$ cat config.mk
export PLATFORM = sky130hd
export DESIGN_NAME = scholar_mem_arbiter
export DESIGN_NICKNAME = d
export VERILOG_FILES = /design/src/rtl/arb_pkg.sv /design/src/rtl/scholar_mem_arbiter.sv
export SDC_FILE = /design/constraint.sdc
export NUM_CORES = 1
export LEC_CHECK = 0
export CORE_MARGIN = 3
export CORE_UTILIZATION = 33
export CTS_BUF_LIST = sky130_fd_sc_hd__clkbuf_4 sky130_fd_sc_hd__clkbuf_8 sky130_fd_sc_hd__clkbuf_16
export DETAILED_ROUTE_END_ITERATION = 6
export PLACE_DENSITY = 0.86
export SLEW_MARGIN = 10
export SYNTH_ARGS = -nofsm -noshare
export SYNTH_HDL_FRONTEND = slang
export SYNTH_SLANG_ARGS = --single-unit
export TNS_END_PERCENT = 100
$ cat constraint.sdc
create_clock -name clk_i -period 1.5 [get_ports clk_i]
set_input_delay 0.225 -clock clk_i [delete_from_list [all_inputs] [get_ports clk_i]]
set_output_delay 0.225 -clock clk_i [all_outputs]
set_load 0.02 [all_outputs]
$ cat src/rtl/arb_pkg.sv
// Shared types for the instruction/data memory arbiter: FSM states and the
// latched memory request, sized for the widest supported configuration.
package arb_pkg;

   localparam int DEF_ADDR_WIDTH = 32;
   localparam int DEF_DATA_WIDTH = 32;

   localparam int ARB_AW = 64;
   localparam int ARB_DW = 64;
   localparam int ARB_MW = ARB_DW / 8;

   typedef enum logic [1:0] {
      IDLE    = 2'd0,
      SERVE_I = 2'd1,
      SERVE_D = 2'd2,
      DRAIN   = 2'd3
   } arb_state_t;

   typedef struct packed {
      logic [ARB_AW-1:0] addr;
      logic              rden;
      logic              wren;
      logic [ARB_DW-1:0] wdata;
      logic [ARB_MW-1:0] wmask;
   } mem_req_t;

endpackage

$ cat src/rtl/scholar_mem_arbiter.sv
// Shares one single-port memory between the fetch and data ports of the core.
// Data wins by default; a starvation counter forces periodic fetch grants.
module scholar_mem_arbiter
   import arb_pkg::*;
#(
   parameter int ADDR_WIDTH  = DEF_ADDR_WIDTH,
   parameter int DATA_WIDTH  = DEF_DATA_WIDTH,
   parameter int StarveLimit = 4
) (
   input  logic                    clk_i,
   input  logic                    rstn_i,
   input  logic [ADDR_WIDTH-1:0]   i_m_addr_i,
   input  logic                    i_m_rden_i,
   output logic [31:0]             i_m_rdata_o,
   output logic                    i_m_hit_o,
   input  logic [ADDR_WIDTH-1:0]   d_m_addr_i,
   input  logic                    d_m_rden_i,
   input  logic                    d_m_wren_i,
   input  logic [DATA_WIDTH-1:0]   d_m_wdata_i,
   input  logic [DATA_WIDTH/8-1:0] d_m_wmask_i,
   output logic [DATA_WIDTH-1:0]   d_m_rdata_o,
   output logic                    d_m_hit_o,
   output logic [ADDR_WIDTH-1:0]   m_addr_o,
   output logic                    m_rden_o,
   output logic                    m_wren_o,
   output logic [DATA_WIDTH-1:0]   m_wdata_o,
   output logic [DATA_WIDTH/8-1:0] m_wmask_o,
   input  logic [DATA_WIDTH-1:0]   m_rdata_i,
   input  logic                    m_hit_i
);

   localparam int MW = DATA_WIDTH / 8;
   localparam logic [3:0] LIMIT = 4'(StarveLimit);

   if (DATA_WIDTH != 32 && DATA_WIDTH != 64) begin : g_bad_dw
      $fatal(1, "scholar_mem_arbiter: DATA_WIDTH must be 32 or 64");
   end
   if (StarveLimit < 1 || StarveLimit > 15) begin : g_bad_limit
      $fatal(1, "scholar_mem_arbiter: StarveLimit must be 1..15");
   end

   arb_state_t state, state_nx;
   mem_req_t   lat, lat_nx, req_d, req_i;
   logic [3:0] starve_cnt, starve_nx;
   logic       d_req, grant_d, grant_i, rearb, hit_i, hit_d;

   assign d_req   = d_m_rden_i | d_m_wren_i;
   assign grant_d = d_req && (!i_m_rden_i || starve_cnt < LIMIT);
   assign grant_i = !grant_d && i_m_rden_i;

   // A store beats a load when both are raised on the data port.
   always_comb begin
      req_d       = '0;
      req_d.addr  = ARB_AW'(d_m_addr_i);
      req_d.wren  = d_m_wren_i;
      req_d.rden  = d_m_rden_i & ~d_m_wren_i;
      req_d.wdata = ARB_DW'(d_m_wdata_i);
      req_d.wmask = ARB_MW'(d_m_wmask_i);
      req_i       = '0;
      req_i.addr  = ARB_AW'(i_m_addr_i);
      req_i.rden  = 1'b1;
   end

   always_comb begin
      state_nx  = state;
      lat_nx    = lat;
      starve_nx = starve_cnt;
      rearb     = 1'b0;
      hit_i     = 1'b0;
      hit_d     = 1'b0;
      case (state)
         IDLE: rearb = 1'b1;
         SERVE_I: begin
            if (m_hit_i) begin
               hit_i = i_m_rden_i;
               rearb = 1'b1;
            end else if (!i_m_rden_i) begin
               state_nx = DRAIN;
            end
         end
         SERVE_D: begin
            if (m_hit_i) begin
               hit_d = d_req;
               rearb = 1'b1;
            end else if (!d_req) begin
               state_nx = DRAIN;
            end
         end
         DRAIN: rearb = m_hit_i;
         default: state_nx = IDLE;
      endcase
      // Re-arbitrating in the hit cycle gives back-to-back grants.
      if (rearb) begin
         if (grant_d) begin
            state_nx = SERVE_D;
            lat_nx   = req_d;
            if (i_m_rden_i && starve_cnt < LIMIT) starve_nx = starve_cnt + 4'd1;
         end else if (grant_i) begin
            state_nx  = SERVE_I;
            lat_nx    = req_i;
            starve_nx = '0;
         end else begin
            state_nx = IDLE;
         end
      end
      if (state == IDLE && !i_m_rden_i) starve_nx = '0;
   end

   always_ff @(posedge clk_i or negedge rstn_i) begin
      if (!rstn_i) begin
         state      <= IDLE;
         lat        <= '0;
         starve_cnt <= '0;
      end else begin
         state      <= state_nx;
         lat        <= lat_nx;
         starve_cnt <= starve_nx;
      end
   end

   logic active;
   assign active    = (state != IDLE);
   assign m_addr_o  = active ? lat.addr[ADDR_WIDTH-1:0] : '0;
   assign m_rden_o  = active & lat.rden;
   assign m_wren_o  = active & lat.wren;
   assign m_wdata_o = active ? lat.wdata[DATA_WIDTH-1:0] : '0;
   assign m_wmask_o = active ? lat.wmask[MW-1:0] : '0;

   assign i_m_hit_o   = hit_i;
   assign d_m_hit_o   = hit_d;
   assign d_m_rdata_o = rstn_i ? m_rdata_i : '0;

   if (DATA_WIDTH == 64) begin : g_rd64
      assign i_m_rdata_o = !rstn_i ? '0 : lat.addr[2] ? m_rdata_i[63:32] : m_rdata_i[31:0];
   end else begin : g_rd32
      assign i_m_rdata_o = rstn_i ? m_rdata_i[31:0] : '0;
   end

   // Upper bits of the wide latch are unused in narrow configurations.
   logic unused_lat;
   assign unused_lat = ^lat;

endmodule

[Word level (Yosys, flattened, before mapping)]
Cells that the tools add are included.
Operators by class
  add/sub/neg operators: 1
  multipliers: 0
  divide/modulo/power cells: 0
  magnitude comparators: 1
  equal/unequal tests: 8
  shift-type cells: 0
  mux-type cells: 25
  bitwise logic cells: 5
  reductions and logical operators: 17
Operators by type and width (count)
  2-to-1 mux 106 bit: 2
  2-to-1 mux 32 bit: 3
  2-to-1 mux 4 bit: 6
  2-to-1 mux 2 bit: 6
  inequality test 3 bit, second input constant: 4
  2-to-1 mux 1 bit: 6
  nonzero test 2 bit: 3
  nonzero test 3 bit: 2
  AND reduction 5 bit: 1
  adder 4 x 1 -> 4 bit, second input constant: 1
  equality test 2 bit, second input constant: 2
  logical AND 1 bit: 4
  < comparator 4 x 3 -> 1 bit, second input constant: 1
  one-hot mux 2 bit (2 select lines): 1
  bitwise AND 1 bit: 3
  inequality test 3 x 1 -> 1 bit, second input constant: 1
  one-hot mux 1 bit (3 select lines): 1
  AND reduction 3 bit: 1
  equality test 2 x 1 -> 1 bit, second input constant: 1
  zero test 1 bit: 2
  zero test 2 bit: 1
  AND reduction 2 bit: 1
  OR reduction 2 bit: 1
  logical OR 1 bit: 1
  2 further kinds: 2
Word-level totals
  register bits: 76
  latch bits: 0
  bits in writable memories: 0
  bits in read-only memories: 0
  bits of input ports: 138
  output and inout port bits: 136
  word-level logic and storage cells: 64
  memories: 0

[Depth between registers and ports, before layout]
  depth after elaboration: 9
  gate-level depth with buffers: 7

[Least setup slack after synthesis]
Ideal clock, no wire load.
  path type: reg-to-reg
  start point: register state[1]
  end point: register lat[105] in the netlist's numbering
  setup time: 0.082 ns
  arrival time: 1.370 ns
  required time: 1.418 ns
  path slack: 0.048 ns
  stages on the path, launching flop included: 6
  clock period less this slack: 1.452 ns
  path through: dfrtp_1 -> o21bai_1 -> buf_2 -> clkbuf_1 -> a21oi_1 -> a31oi_1
On the way
  word-level cells in the longest chain between the ends: 4
  elaborated cells on any way between the ends: 7
RTL lines
  start: declaration: line scholar_mem_arbiter.sv:42  | arb_state_t state, state_nx;
  start signal: assignment: line scholar_mem_arbiter.sv:115  | state <= state_nx;
  equality test 2 bit / equality test 2 x 1 -> 1 bit (equally long branches): line scholar_mem_arbiter.sv:71  | case (state)
  OR reduction 2 bit (no source line)
  one-hot mux 1 bit (3 select lines) (*): line scholar_mem_arbiter.sv:71
  AND reduction 2 bit (no source line) (*)
  end signal: assignment: line scholar_mem_arbiter.sv:116  | lat <= lat_nx;
  end: declaration: line scholar_mem_arbiter.sv:43  | mem_req_t lat, lat_nx, req_d, req_i;
Mark *: on every way between the ends. The rest lies on a longest branch, timed or not.
A chain may end at the register's enable or synchronous reset.

[Worst setup path in the final report]
  start point: register state[1]
  end point: output port m_wdata_o[8]
On the way
  word-level cells in the longest chain between the ends: 2
RTL lines
  nonzero test 2 bit: line scholar_mem_arbiter.sv:122  | assign active = (state != IDLE);
  2-to-1 mux 32 bit: line scholar_mem_arbiter.sv:126  | assign m_wdata_o = active ? lat.wdata[DATA_WIDTH-1:0] : '0;
  end: declaration: line scholar_mem_arbiter.sv:26  | output logic [DATA_WIDTH-1:0] m_wdata_o,
Every way passes these cells.

==> results.yml <==
outcome:
  outcome: "complete, but fails checks"
  violations: "negative setup slack"
route:
  viasPerCell: 5.30
  firstDrtPassIters: 5
  ant_nets: 0
  drc: 0
  wl_per_cell_um: 22.1
  drt-initial-drc-count: 422
  vias: 4862
  wirelength_mm: 20.3
timing:
  worst_slack_ns: -0.227
  slew-limit-headroom_pct: 61.0
  grt_setup_unrepaired: "yes"
  fin_crit_sh_pct: 115
  fin_crit_ns: 1.73
  clock_skew_ns: 0.00662
  slew_viol_final: 0
  worst_pin_slew_ns: 0.586
  finalHoldViolCount: 0
  setup_violations: 133
  fmax_mhz: 579
critical_path:
  crit_top_cell: "buf_6"
  critPathBufInv: 4
  worstPathRequired_ns: 1.27
  reg2reg_depth: 8
  rrSetupSlack_ns: -0.17
  worst-setup-path-type: "register to output pin"
  crit_fanout: 6
  path_cells: "nor2_4 > buf_6 > buf_12 > buf_6 > nor2b_1 > buf_4"
  rr_endpoint: "lat[10]"
  critical_path.max_stage_delay_ns: 0.41
  cp-start-kind: "register"
  cp_slowest_cell: "dfrtp_1"
  crit_family: "buffers and inverters"
  r2r-start: "state[1]"
  critPathCaptureType: "output pin"
  worstPathArrival_ns: 1.50
floorplan:
  top_level_ports: 274
  dieHeight_um: 120
  design.die.area_sq_um: 14400
  start_util_pct: 33.8
  fp.dieW_um: 120
  fp.coreArea_sq_um: 12700
  rows: 41
clock_tree:
  insertion_delay_ns: 0.33
  cts_tree: "built"
  cts-htree-levels: 3
  clkTransAtPathRegs_ns: 0.06
  max-clock-path-buffers: 2
  cts_sinks: 76
  numCtsBuffers: 9
  root_buffer: "clkbuf_16"
logic_synthesis:
  synth-edff-count: 0
  yosys_most_used_dff: "dfrtp_1"
  yosysSeqAreaShare_pct: 44.4
  synthCells: 452
  ys_ff_latch: 76
  ys.warnings.count: 0
  synthTopCellsByArea: "dfrtp_1 44%, nor2b_1 10%, a22o_1 7.4%"
  post-synth-top-area-cell: "dfrtp_1"
  synth.distinct_cells: 32
  syn_area_sq_um: 4290
  yosysTopAreaCellShare_pct: 44.4
  synthArstFlopShare_pct: 100
  syn_nets: 591
  syn_avg_cell_area_sq_um: 9.48
grt:
  grt_overflow: 0
  grt_pass1_wl_mm: 28.3
  grt_pass1_vias: 5034
  grt_max_degree: 44
  antenna_found_initial: 2
  gr-usage-all-layers_pct: 25.5
power:
  power_uw: 10600
  ir_drop_mv: 0.570
  power.density_nw_per_um2: 1250
  power.leakage_uw: 0.00391
final_layout:
  multiInputGateArea_sq_um: 2350
  regArea_sq_um: 1900
  nNetsFinal: 878
  final_cell_mix: "132 x clkdlybuf4s50_1, 75 x dfrtp_1, 66 x dlygate4sd2_1"
  final_cells: 917
  final_common_cell: "clkdlybuf4s50_1"
  fillers: 989
  syn2layout_area_growth_pct: 98.7
  drive_gt1_share_pct: 30.1
hold_path:
  hold_path.class: "input port to async pin"
placed_design:
  portBuffers: 273
  dp.cells: 847
  gp_congestion: 0.894
  dp_hpwl_mm: 12.0
  pre_cts_ws_ns: -0.607
job:
  maxCapViolations: 0
cell type report:
| class | instances | area share [%] |
|---|---|---|
| clock inverter | 4 | 1.12 |
| antenna | 1 | 0.0294 |
| clock buffer | 12 | 3.06 |
| timing repair buffer | 345 | 43.2 |
| inverter | 2 | 0.0881 |
| multi-input combinational | 305 | 27.6 |
| tap | 172 | 2.53 |
| sequential | 76 | 22.3 |
flip-flops by register name (all words and copies together), names as in the netlist:
name        count
lat            70
state           2
starve_cnt      4
worst max-delay path by stage:
stage | from | to | slack, ns | depth (start not counted)
final | state[1] | m_wdata_o[8] | -0.23 | 6
after global routing | state[1] | m_wdata_o[8] | -0.27 | 6
after CTS | state[0] | m_addr_o[19] | -0.24 | 5
after detailed placement | d_m_wren_i | d_m_hit_o | -0.61 | 4
after global placement | d_m_wren_i | d_m_hit_o | -0.59 | 4
after floorplan | state[1] | lat[105] | 0.05 | 5
synth_stat cells (3+ instances only):
library cell / instances
nor2_1: 3
clkbuf_1: 28
a21oi_1: 34
nand3b_1: 32
buf_6: 5
a31oi_1: 31
o21ai_1: 4
nand2_1: 5
buf_2: 10
and2_1: 33
a22o_1: 36
o21ai_0: 33
nor2b_1: 69
dfrtp_1: 76
buf_4: 32
tightest hold or removal path, delay by kind of cell:
kind                   cells  cell delay (ns)
buffers and inverters      3             0.50
per-layer routing:
layer / track usage [%] / part of all wire [%] / vias up
met5: 0 / 0.064 / -
li1: - / - / 2158
met4: 10.2 / 3.5 / 2
met2: 47.2 / 53 / 287
met1: 27.8 / 35 / 2364
met3: 6.08 / 7.7 / 51
logic make-up (layout without fill, tap and decap cells):
group	after synthesis	after routing	synth area share, %
AOI/OAI and AO/OA	147	147	21.9
adders and majority gates	1	1	0.292
buffers and inverters	77	363	10.7
DFF	76	76	44.4
other	0	1	0
and+or+nand+nor	151	157	22.7
timing repair:
action,CTS,global route
resized for setup,412,141
pin swaps,4,47
hold buffers,0,0
setup endpoints to repair,205,147
hold endpoints to repair,0,0
setup buffers,27,5
cloned,19,10
through the flow:
step,cell area [sq um],hold WS [ns],utilization (%),TNS (ns)
6_report,8520,0.0318,67.2,-18.66
5_1_grt,8520,0.0501,67.2,-26.11
4_1_cts,7890,0.0309,62.2,-22.62
3_5_place_dp,7070,0.379,55.8,-59.32
3_3_place_gp,7070,0.362,55.8,-53.99
2_1_floorplan,4290,-0.0706,-,0
power by group:
group	switching, uW	leakage, uW	internal [uW]
clock	824	0.000176	1730
combinational	2510	0.00282	2680
sequential	326	0.000910	2550
No activity file was read; power rests on OpenSTA's default activity.
